--- config.mk ---
export PLATFORM = sky130hd
export DESIGN_NAME = neuron_mac_scheduler
export DESIGN_NICKNAME = d
export VERILOG_FILES = /design/src/rtl/neuron_pkg.sv /design/src/rtl/qmult.sv /design/src/rtl/neuron_mac_scheduler.sv
export SDC_FILE = /design/constraint.sdc
export NUM_CORES = 1
export LEC_CHECK = 0
export BUFFER_PORTS_ARGS = -buffer_cell sky130_fd_sc_hd__buf_2
export CAP_MARGIN = 20
export CORE_AREA = 2 2 174 218
export DETAILED_ROUTE_END_ITERATION = 8
export DIE_AREA = 0 0 176 220
export PLACE_DENSITY_LB_ADDON = 0.2
export SLEW_MARGIN = 15
export SYNTH_ARGS = -nofsm -noshare
export SYNTH_HDL_FRONTEND = slang
export SYNTH_SLANG_ARGS = --single-unit
--- constraint.sdc ---
create_clock -name i_clk -period 15 [get_ports i_clk]
set_clock_uncertainty 0.1 [all_clocks]
set_input_delay 3 -clock i_clk [delete_from_list [all_inputs] [get_ports i_clk]]
set_output_delay 3 -clock i_clk [all_outputs]
set_load 0.02 [all_outputs]
--- src/rtl/neuron_pkg.sv ---
// neuron_pkg: types and helpers shared by the neuron datapath blocks.
//   N_DEF / Q_DEF : default operand width and fractional bits
//   MAG_MAX       : largest representable sign-magnitude magnitude
//   state_t       : MAC scheduler FSM states
//   sm_to_tc      : N-bit sign-magnitude -> (N+1)-bit two's complement
//   tc_to_sm      : (N+1)-bit two's complement -> N-bit sign-magnitude, saturating
package neuron_pkg;

  localparam int N_DEF   = 16;
  localparam int Q_DEF   = 8;
  localparam int MAG_MAX = (1 << (N_DEF - 1)) - 1;

  typedef enum logic [1:0] {
    ST_IDLE,
    ST_ACCUM,
    ST_DRAIN,
    ST_OUTPUT
  } state_t;

  function automatic logic [N_DEF:0] sm_to_tc(input logic [N_DEF-1:0] sm);
    logic [N_DEF:0] mag;
    mag = {2'b00, sm[N_DEF-2:0]};
    return sm[N_DEF-1] ? -mag : mag;
  endfunction

  // Zero magnitude always yields a positive sign, so -0 is never produced.
  function automatic logic [N_DEF-1:0] tc_to_sm(input logic [N_DEF:0] tc);
    logic [N_DEF:0] mag;
    mag = tc[N_DEF] ? -tc : tc;
    if (mag > (N_DEF + 1)'(MAG_MAX)) mag = (N_DEF + 1)'(MAG_MAX);
    return {tc[N_DEF] & (|mag), mag[N_DEF-2:0]};
  endfunction

endpackage

--- src/rtl/qmult.sv ---
// qmult: combinational sign-magnitude fixed-point multiplier.
//   i_multiplicand, i_multiplier : N-bit sign-magnitude, Q fractional bits
//   o_product : full product {sign, 2N-1 magnitude bits}, 2Q fractional bits
//   o_ovr     : product magnitude does not fit an N-bit Q-format result
module qmult #(
  parameter int Q = 8,
  parameter int N = 16
) (
  input  logic [N-1:0]   i_multiplicand,
  input  logic [N-1:0]   i_multiplier,
  output logic [2*N-1:0] o_product,
  output logic           o_ovr
);

  logic [2*N-3:0] w_mag;
  logic           w_sign;

  assign w_mag  = (2*N-2)'(i_multiplicand[N-2:0]) * (2*N-2)'(i_multiplier[N-2:0]);
  // A zero product is always +0, even when one operand is -0.
  assign w_sign = (i_multiplicand[N-1] ^ i_multiplier[N-1]) & (|w_mag);

  assign o_product = {w_sign, 1'b0, w_mag};
  assign o_ovr     = |w_mag[2*N-3:N-1+Q];

endmodule

--- src/rtl/neuron_mac_scheduler.sv ---
// neuron_mac_scheduler: time-multiplexes one qmult over the input/weight
// pairs of a neuron, accumulates in two's complement, rescales by Q and
// returns a saturated N-bit sign-magnitude result.
//   i_clk, i_rst      : clock, synchronous active-high reset
//   i_start, i_count  : start an evaluation of i_count pairs (clamped to MAX_TERMS)
//   o_busy            : not idle
//   i_valid/o_ready   : operand pair handshake (i_x, i_w)
//   o_valid/i_ready   : result handshake (o_result, o_sat)
module neuron_mac_scheduler
  import neuron_pkg::*;
#(
  parameter  int N         = N_DEF,
  parameter  int Q         = Q_DEF,
  parameter  int MAX_TERMS = 8,
  localparam int CNT_W     = $clog2(MAX_TERMS + 1)
) (
  input  logic             i_clk,
  input  logic             i_rst,
  input  logic             i_start,
  input  logic [CNT_W-1:0] i_count,
  output logic             o_busy,
  input  logic             i_valid,
  input  logic [N-1:0]     i_x,
  input  logic [N-1:0]     i_w,
  output logic             o_ready,
  output logic             o_valid,
  output logic [N-1:0]     o_result,
  output logic             o_sat,
  input  logic             i_ready
);

  localparam int ACC_W   = 2 * N + $clog2(MAX_TERMS) + 1;
  localparam int MAG_LIM = (1 << (N - 1)) - 1;

  state_t            r_state, w_state_next;
  logic [CNT_W-1:0]  r_count, r_accepted;
  logic [N-1:0]      r_x, r_w;
  logic              r_op_vld;
  logic [ACC_W-1:0]  r_acc;
  logic [N-1:0]      r_result;
  logic              r_sat;

  logic              w_ready, w_valid, w_load_out, w_accept, w_start;
  logic [CNT_W-1:0]  w_count_clamped, w_accepted_inc;
  logic [2*N-1:0]    w_product;
  logic              w_unused_ovr;
  logic [ACC_W-1:0]  w_prod_mag, w_prod_tc;
  logic              w_acc_neg, w_over, w_res_sign;
  logic [ACC_W-1:0]  w_acc_abs, w_acc_shr;
  logic [N-2:0]      w_res_mag;

  qmult #(.Q(Q), .N(N)) u_qmult (
    .i_multiplicand (r_x),
    .i_multiplier   (r_w),
    .o_product      (w_product),
    .o_ovr          (w_unused_ovr)
  );

  assign w_count_clamped = (i_count > CNT_W'(MAX_TERMS)) ? CNT_W'(MAX_TERMS) : i_count;
  assign w_accepted_inc  = r_accepted + CNT_W'(1);
  assign w_accept        = i_valid & w_ready;
  assign w_start         = (r_state == ST_IDLE) & i_start;

  always_ff @(posedge i_clk) begin
    if (i_rst) r_state <= ST_IDLE;
    else       r_state <= w_state_next;
  end

  always_comb begin
    w_state_next = r_state;
    w_ready      = 1'b0;
    w_valid      = 1'b0;
    w_load_out   = 1'b0;
    unique case (r_state)
      ST_IDLE: begin
        if (i_start) w_state_next = (w_count_clamped != '0) ? ST_ACCUM : ST_DRAIN;
      end
      ST_ACCUM: begin
        w_ready = (r_accepted < r_count);
        if (i_valid && w_ready && (w_accepted_inc == r_count)) w_state_next = ST_DRAIN;
      end
      ST_DRAIN: begin
        if (!r_op_vld) begin
          w_load_out   = 1'b1;
          w_state_next = ST_OUTPUT;
        end
      end
      ST_OUTPUT: begin
        w_valid = 1'b1;
        if (i_ready) w_state_next = ST_IDLE;
      end
      default: w_state_next = ST_IDLE;
    endcase
  end

  // Product stage: sign-magnitude product to two's complement.
  assign w_prod_mag = ACC_W'(w_product[2*N-2:0]);
  assign w_prod_tc  = w_product[2*N-1] ? -w_prod_mag : w_prod_mag;

  // Output stage: truncate magnitude toward zero, saturate, suppress -0.
  assign w_acc_neg  = r_acc[ACC_W-1];
  assign w_acc_abs  = w_acc_neg ? -r_acc : r_acc;
  assign w_acc_shr  = w_acc_abs >> Q;
  assign w_over     = (w_acc_shr > ACC_W'(MAG_LIM));
  assign w_res_mag  = w_over ? '1 : w_acc_shr[N-2:0];
  assign w_res_sign = w_acc_neg & (|w_res_mag);

  always_ff @(posedge i_clk) begin
    if (i_rst) begin
      r_count    <= '0;
      r_accepted <= '0;
      r_x        <= '0;
      r_w        <= '0;
      r_op_vld   <= 1'b0;
      r_acc      <= '0;
      r_result   <= '0;
      r_sat      <= 1'b0;
    end else begin
      r_op_vld <= w_accept;
      if (w_accept) begin
        r_x        <= i_x;
        r_w        <= i_w;
        r_accepted <= w_accepted_inc;
      end
      if (w_start) begin
        r_count    <= w_count_clamped;
        r_accepted <= '0;
        r_acc      <= '0;
      end else if (r_op_vld) begin
        r_acc <= r_acc + w_prod_tc;
      end
      if (w_load_out) begin
        r_result <= {w_res_sign, w_res_mag};
        r_sat    <= w_over;
      end
    end
  end

  assign o_busy   = (r_state != ST_IDLE);
  assign o_ready  = w_ready;
  assign o_valid  = w_valid;
  assign o_result = r_result;
  assign o_sat    = r_sat;

endmodule
* Yosys cells after proc, flatten, opt, wreduce, memory -nomap -nowiden *
Index checks and enable logic that the tools add are counted.

word-level totals
  flip-flop bits (word level) = 96
  bits in latches = 0
  memory bits (writable) = 0
  bits in read-only memories = 0
  input bits = 41
  output and inout port bits = 20
  word-level logic and storage cells = 53
  memories = 0

operators by class
  $add $sub $neg = 4
  multiply operators = 1
  divide/modulo/power cells = 0
  magnitude comparators = 3
  eq/ne operators = 8
  shift-type cells = 0
  mux-type cells = 14
  bitwise logic cells = 5
  reduce and logical (&&, ||, !) cells = 9

operator list
  operator              number
  $mux 36               2
  $add 36x36->36        1
  $neg 30->36           1
  $neg 36->36           1
  $mul 15x15->30        1
  $reduce_or 30->1      1
  $gt 28x15->1 const B  1
  $mux 15               1
  $reduce_or 15->1      1
  $mux 2                5
  $ne 2x2->1 const B    4
  $pmux 2 s4            1
  $add 4x1->4 const B   1
  $and 1x1->1           4
  $eq 2x2->1 const B    2
  $eq 4x4->1            1
  $gt 4x4->1 const B    1
  $lt 4x4->1            1
  $mux 1                4
  $mux 4                1
  $reduce_and 4->1      1
  $reduce_bool 4->1     1
  $eq 2x1->1 const B    1
  $logic_and 1x1->1     2
  4 further kinds       4

* Depth between registers and ports, before layout *
Gate-level depths: netlist (run 1).

  word-level depth = 6
  depth in mapped cells = 39
  gate-level depth less buffers = 37

* By module *
From an unflattened synthesis (run 1), not the netlist that was laid out.

unflattened totals
  cell total of the unflattened synthesis = 1835
  area total of the unflattened synthesis = 14813.0 um^2

by module, submodules not included
  module                times used  cells each  area an instance (um^2)  seq. area each (um^2)
  qmult                 1           934         7926.4                   0.0
  neuron_mac_scheduler  1           901         6886.6                   1921.8

* Least setup slack after synthesis (run 1) *
OpenSTA, ideal clock, no wires.

  path type = reg2reg
  from = register r_x[6]
  to = register r_acc[34]
  setup time = 79 ps
  arrival = 9826 ps
  data required time = 14821 ps
  path slack = 4995 ps
  cell stages (with the launch flop) = 39
  path buffers = 2
  clock period less this slack = 10005 ps
  cells stage by stage = dfxtp_1 clkbuf_1 and2_1 fa_1 inv_1 fa_1 inv_1 fa_1 inv_1 fa_1 inv_1 fa_1 inv_1 fa_1 inv_1 ha_1 and3_1 a221o_1 [3 not listed] nand4_2 nor4_4 a31oi_4 buf_2 nand2_1 o21ai_0 fa_1 a21o_1 a21o_1 a211oi_1 o211ai_1 a311o_1 a221oi_1 o211ai_1 a31oi_1 o21bai_1 a21o_1 o211ai_1

between the ends
  cells in the longest elaborated chain, start to end = 5
  elaborated cells on any way between the ends = 6
  classes of those cells = add/sub (2); mul (1); mux (1); bitwise (1); reduce/logical (1)

RTL lines
  element                                                              line                         text
  start, declared                                                      neuron_mac_scheduler.sv:37   logic [N-1:0] r_x, r_w;
  start signal, assigned                                               neuron_mac_scheduler.sv:121  r_x <= i_x;
  $mul 15x15->30 (*)                                                   qmult.sv:18                  assign w_mag = (2*N-2)'(i_multiplicand[N-2:0]) * (2*N-2)'(i_multiplier[N-2:0]);
  parallel branches: the longest is 2 deep, another holds $neg 30->36  n/a
  $mux 36 (*)                                                          neuron_mac_scheduler.sv:98   assign w_prod_tc = w_product[2*N-1] ? -w_prod_mag : w_prod_mag;
  $add 36x36->36 (*)                                                   neuron_mac_scheduler.sv:130  r_acc <= r_acc + w_prod_tc;
  end signal, assigned                                                 neuron_mac_scheduler.sv:130
  end, declared                                                        neuron_mac_scheduler.sv:39   logic [ACC_W-1:0] r_acc;

Every way passes the cells marked *.
A chain may end at the register's enable or synchronous reset.

* Worst setup path in the final report (run 1) *
  from = register r_x[5]
  to = register r_acc[35]

Same word-level chain as after synthesis.

==> flow_summary.toml, run 1 <==
[run_status]
status = "complete, no violations"

[clock_tree]
cts_buffers = 9
clockRootBuffer = "clkbuf_16"
tritoncts = "done"
cts_sinks = 96
postCtsSetupBuffers = 0
clock_path_buffers = 2
ctsResizeCount = 0
path_clk_slew_ns = 0.07
cts-htree-levels = 3
hold_buffers = 0
clk_latency_ns = 0.39

[min_path]
min_from = "o_result[15]"
min_to = "o_result[15]"
worstHoldPathType = "flop to flop"
min_path_cells = 2

[critical_path]
cp.required_ns = 15.21
crit_slowest_cell = "a211oi_1"
cp_max_fo = 26
crit_type = "flop to flop"
rr_worst_depth = 35
cp-end-kind = "flop"
critical-path-max-stage-delay_ns = 0.60
r2r_start = "r_x[5]"
regToRegEndpoint = "r_acc[35]"
reg2reg_slack_ns = 3.86
cp-start-kind = "flop"
worstPathArrival_ns = 11.36

[synth]
synth_top_area_cell = "fa_1"
ys_async_sr_fraction_pct = 0
synth_nets = 2117
synth_area_per_cell_um2 = 8.18
synth_edf_count = 0
ys_warn_count = 0
syn-cell-area_mm2 = 0.0145
synth.most_common_cell = "nand2_1"
ys_seq_area_share_pct = 13.3
synth.top_cell.area_share_pct = 23.3
synthTopCellsByCount = "238 x nand2_1, 227 x inv_1, 168 x fa_1"
ys_top_cells_by_area = "fa_1 23%, dfxtp_1 13%, ha_1 12%"
yosysUniqueCellTypes = 69
ys_ff_latch = 96
synthFlopType = "dfxtp_1"
synthCells = 1768

[floorplanning]
core.rowCount = 79
start_util_pct = 39.2
io_pins = 61
dieArea_mm2 = 0.0387
fp.dieW_um = 176
core_area_mm2 = 0.0369
die_h_um = 220

[placement]
port_buffers = 60
place_congestion = 0.849
hpwl_um = 28800
dpl.cell_count = 2254

[timing]
worst_pin_slew_ns = 1.05
relSlewSlack_pct = 30.3
slew_viol_final = 0
final.min_clock_period_ns = 11.14
finalHoldViolCount = 0
fmax_ghz = 0.0897
finalSetupTns_ns = 0
setup_viol = 0
rsz0062_at_grt = "false"
fin_crit_sh_pct = 74.3

[detailed_routing]
wl_per_cell_um = 16.1
vias = 11900
first_pass_iters = 5
viasPerCell = 5.23
final_antenna_net_count = 0
drc = 0
wl_um = 36500
dr.first_iter.drc_count = 605

[power]
p_per_area_mw_per_mm2 = 49.2
p_leak_nw = 7.58
ir_worst_vdd_mv = 0.0834
p_total_w = 0.000762

[layout]
fin_cells = 2270
fin_nets = 2128
multiInputGateArea_mm2 = 0.0114
seqCellArea_mm2 = 0.00192
fill_cells = 3794
post-route-util_pct = 42.0
antenna_cells = 0
drive_above_1_share_pct = 5.55
syn2layout_area_growth_pct = 7.03

[global_routing]
grt_max_degree = 59
grt_pass1_wl_um = 62300
overflow = 0
antenna_found_initial = 0
track_usage_pct = 20.1
grt_pass1_vias = 12200

[flow_run]
drv_cap = 0
-- kinds of logic after synthesis --
kind of cell | Yosys count | synth area share [%]
compound gates | 317 | 14.3
xor+xnor | 98 | 5.94
fa+ha+maj | 308 | 35.4
buf+inv | 295 | 7.72
flops | 96 | 13.3
mux | 30 | 2.09
simple gates | 624 | 21.3
-- power breakdown --
part	internal [W]	switching (W)	leakage (nW)
combinational	0.0000669	0.000125	6.65
sequential	0.000280	0.0000322	0.777
clock	0.000139	0.000118	0.149
-- how the worst max path moves through the flow --
stage	from	endpoint	slack [ns]
floorplan	r_x[6]	r_acc[34]	4.99
global placement	r_x[5]	r_acc[34]	4.08
detailed placement	r_x[8]	r_acc[34]	3.99
CTS	r_x[5]	r_acc[34]	3.92
global route	r_x[5]	r_acc[35]	3.09
finish	r_x[5]	r_acc[35]	3.86
-- through the flow --
step	setup slack, ns	hold slack (ns)	instance area [um2]
3_5_place_dp	3.99	0.345	15200
4_1_cts	3.92	0.357	15500
5_1_grt	3.09	0.396	15500
6_report	3.86	0.354	15500
2_1_floorplan	4.99	0.361	14500
3_3_place_gp	4.08	0.347	15200
-- placed cells by master (no fill, tap or decap), types with 4 or more instances in the layout --
cell,netlist,layout
a211oi_1,17,17
a21o_1,35,35
a21oi_1,100,100
a311oi_1,12,12
a31oi_1,14,14
and2_1,145,145
and3_1,7,7
and4_1,4,4
buf_2,1,60
buf_4,0,8
clkbuf_16,0,9
dfxtp_1,96,95
fa_1,168,168
ha_1,140,140
inv_1,227,227
mux2i_1,29,29
nand2_1,238,238
nand2b_1,15,15
nand3_1,26,26
nand4_1,11,11
nand4b_1,4,4
nor2_1,94,94
nor2b_1,13,12
nor3_1,28,28
nor3b_1,6,6
nor4_1,8,8
o211a_1,6,6
o211ai_1,9,9
o21a_1,9,9
o21ai_0,51,51
o21ai_1,8,8
o21bai_1,7,7
o22ai_1,4,4
o31ai_1,8,8
or2_2,6,6
or3_1,9,9
xnor2_1,61,61
xor2_1,37,37
-- area by class of cell --
| cell class | count | share of cell area (%) |
|---|---|---|
| clock buffer | 12 | 1.66 |
| tap | 486 | 3.93 |
| sequential | 96 | 12.4 |
| clock inverter | 4 | 0.331 |
| inverter | 227 | 5.51 |
| multi-input combinational | 1377 | 73.8 |
| timing repair buffer | 68 | 2.33 |
-- layer usage --
metal	track usage [%]	vias to the layer above	wire length, um
li1	-	5860	-
met1	25.7	5753	16700
met2	35.2	205	17700
met3	2.61	55	1100
met4	6.34	0	961
met5	0	-	0
-- worst max-delay path: cells and delay by family, from the launching register on --
kind            cells  cell delay (ns)
fa+ha+maj           8             3.79
compound gates     12             3.79
simple gates        8             2.25
flops               1             0.53
buf+inv             6             0.31
mux                 1             0.30
-- sequential cells by signal, indices dropped and copies added, names as in the netlist --
signal      flops
r_w            16
o_result       16
r_state         2
o_sat           1
r_accepted      4
r_x            16
r_acc          36
r_count         4
r_op_vld        1
Power figures use the tool's default switching activity.
==> run 2: changes to the inputs <==
Clock period 15 ns to 9.4 ns, I/O delays scaled along.
==> run 2 against run 1 <==
  * The flow now finishes with violations (negative setup slack)
  * Final cell count is 8.7% higher
  * Clock-buffer cell count unchanged
  * Largest power group unchanged
  * Setup slack lost 4.0 ns
  * Final area grew 11%
  * Largest cell class unchanged
  * First-iteration DRC count shrank 7.4%
  * Register-to-register slack got worse by 4.0 ns
  * Clock power rose by 64%
  * Total power grew 64%
  * Global-route usage is 0.91 points higher
  * Non-clock buffer count grew 198
==> flow_summary.toml, run 2 (synthesis gave the netlist of run 1 again) <==
[run_status]
status = "complete, but fails checks"
violations = "negative setup slack"

[timing]
setup_viol = 6
finalHoldViolCount = 0
worst_pin_slew_ns = 0.969
rsz0062_at_grt = "true"
slew_viol_final = 0
fmax_ghz = 0.104
fin_ws_ns = -0.175
finalSetupTns_ns = -0.402
relSlewSlack_pct = 35.4
fin_crit_sh_pct = 102
final.min_clock_period_ns = 9.58
hold-worst-slack_ns = 0.363

[global_routing]
grt_pass1_vias = 13400
antenna_found_initial = 0
grt_pass1_wl_um = 65600
track_usage_pct = 21.0
overflow = 0
grt_max_degree = 59

[layout]
final_common_cell = "nand2_1"
largest_reg_flops = 36
syn2layout_area_growth_pct = 19.3
final_cell_mix = "237 x nand2_1, 222 x inv_1, 203 x buf_4, 167 x fa_1, 139 x and2_1"
seqCellArea_mm2 = 0.00195
multiInputGateArea_mm2 = 0.0117
drive_above_1_share_pct = 18.2
top_register = "r_acc"
design_area_mm2 = 0.0173
antenna_cells = 0
fill_cells = 3688
fin_nets = 2326
fin_cells = 2468

[placement]
dpl.cell_count = 2433
pre_cts_ws_ns = -0.355
dpl_cell_area_mm2 = 0.0166
place_congestion = 0.897
port_buffers = 60
hpwl_um = 30900

[critical_path]
cp-start-kind = "flop"
r2r_start = "r_x[7]"
crit_type = "flop to flop"
critical-path-max-stage-delay_ns = 0.57
cp_max_fo = 6
path_buf_inv = 8
cp-end-kind = "flop"
cpMostUsedCell = "fa_1"
crit_slowest_cell = "fa_1"
regToRegEndpoint = "r_acc[35]"
cp.required_ns = 9.63
crit_family = "adder cells"
rr_worst_depth = 37
reg2reg_slack_ns = -0.18
worstPathArrival_ns = 9.81

[floorplanning]
fp.dieW_um = 176
start_util_pct = 39.2
die_h_um = 220
dieArea_mm2 = 0.0387
io_pins = 61
core.rowCount = 79
core_area_mm2 = 0.0369

[detailed_routing]
viasPerCell = 5.10
dr.first_iter.drc_count = 560
final_antenna_net_count = 0
first_pass_iters = 4
wl_per_cell_um = 15.4
vias = 12600
drc = 0
wl_um = 38100

[power]
p_comb_share_pct = 28.2
p_leak_nw = 8.66
seqPwrFrac_pct = 38.1
pwr-share-clk_pct = 33.6
ir_worst_vdd_mv = 0.178
p_per_area_mw_per_mm2 = 72.6
p_sw_share_pct = 35.3
power.internal_w = 0.000811
power.net_switching_w = 0.000442

[min_path]
min_to = "o_result[15]"
worstHoldPathType = "flop to flop"
min_path_cells = 2
min_from = "o_result[15]"

[clock_tree]
clockRootBuffer = "clkbuf_16"
tritoncts = "done"
cts_sinks = 96
hold_buffers = 0
cts_buffers = 9
clock_path_buffers = 2
cts-htree-levels = 3
clk_latency_ns = 0.39
path_clk_slew_ns = 0.08

[flow_run]
drv_cap = 0
## run 2: worst max-delay path by stage
stage | endpoint | depth (start not counted) | startpoint | slack [ns]
2_1_floorplan | r_acc[34] | 38 | r_x[6] | 0.007
3_3_place_gp | r_acc[35] | 35 | r_x[7] | -0.30
3_5_place_dp | r_acc[35] | 35 | r_x[7] | -0.36
4_1_cts | r_acc[35] | 36 | r_x[9] | -0.1
5_1_grt | r_acc[35] | 38 | r_w[5] | -0.51
6_report | r_acc[35] | 37 | r_x[7] | -0.18
## run 2: timing repair
| action | in CTS | in global routing |
|---|---|---|
| gates resized for setup | 43 | 33 |
| pin swaps | 19 | 41 |
| endpoints found under the setup margin | 13 | 18 |
| setup buffers | 8 | 11 |
## run 2: final cells by class
cell class              instances  area share [%]
well taps                     486            3.52
inverters                     227            4.94
flip-flops and latches         96            11.3
multi-input cells            1377            67.7
clock buffers                  12            1.37
clock inverters                 4           0.450
repair buffers                266            10.7
## run 2: metal layers
layer	share of wire [%]	vias to the layer above	global-route usage (%)
met5	0	-	0
met4	2.2	0	6.36
met3	2.3	52	2.28
met1	44	6100	25.8
li1	-	6252	-
met2	51	175	38.5
## run 2: power by group through the flow
stage | sequential (W) | clock, W | combinational, W
after detailed placement | 0.000487 | 0 | 0.000352
after CTS | 0.000478 | 0.000435 | 0.000357
final | 0.000478 | 0.000421 | 0.000354
after global routing | 0.000483 | 0.000448 | 0.000394
after global placement | 0.000487 | 0 | 0.000347
after floorplan | 0.000512 | 0 | 0.000197
## run 2: stage by stage
| stage | util [%] | power (W) |
|---|---|---|
| after floorplan | - | 0.000708 |
| after global placement | 44.9 | 0.000834 |
| after global routing | 46.8 | 0.00132 |
| final | 46.8 | 0.00125 |
| after detailed placement | 44.9 | 0.000839 |
| after CTS | 46.3 | 0.00127 |
## run 2: worst register-to-register path: cells and delay by family, from the launching register on
kind            cells  cell delay, ns
compound gates     12            2.63
xor+xnor            1            0.10
fa+ha+maj           8            3.66
buf+inv             8            0.76
simple gates        8            1.94
flops               1            0.38
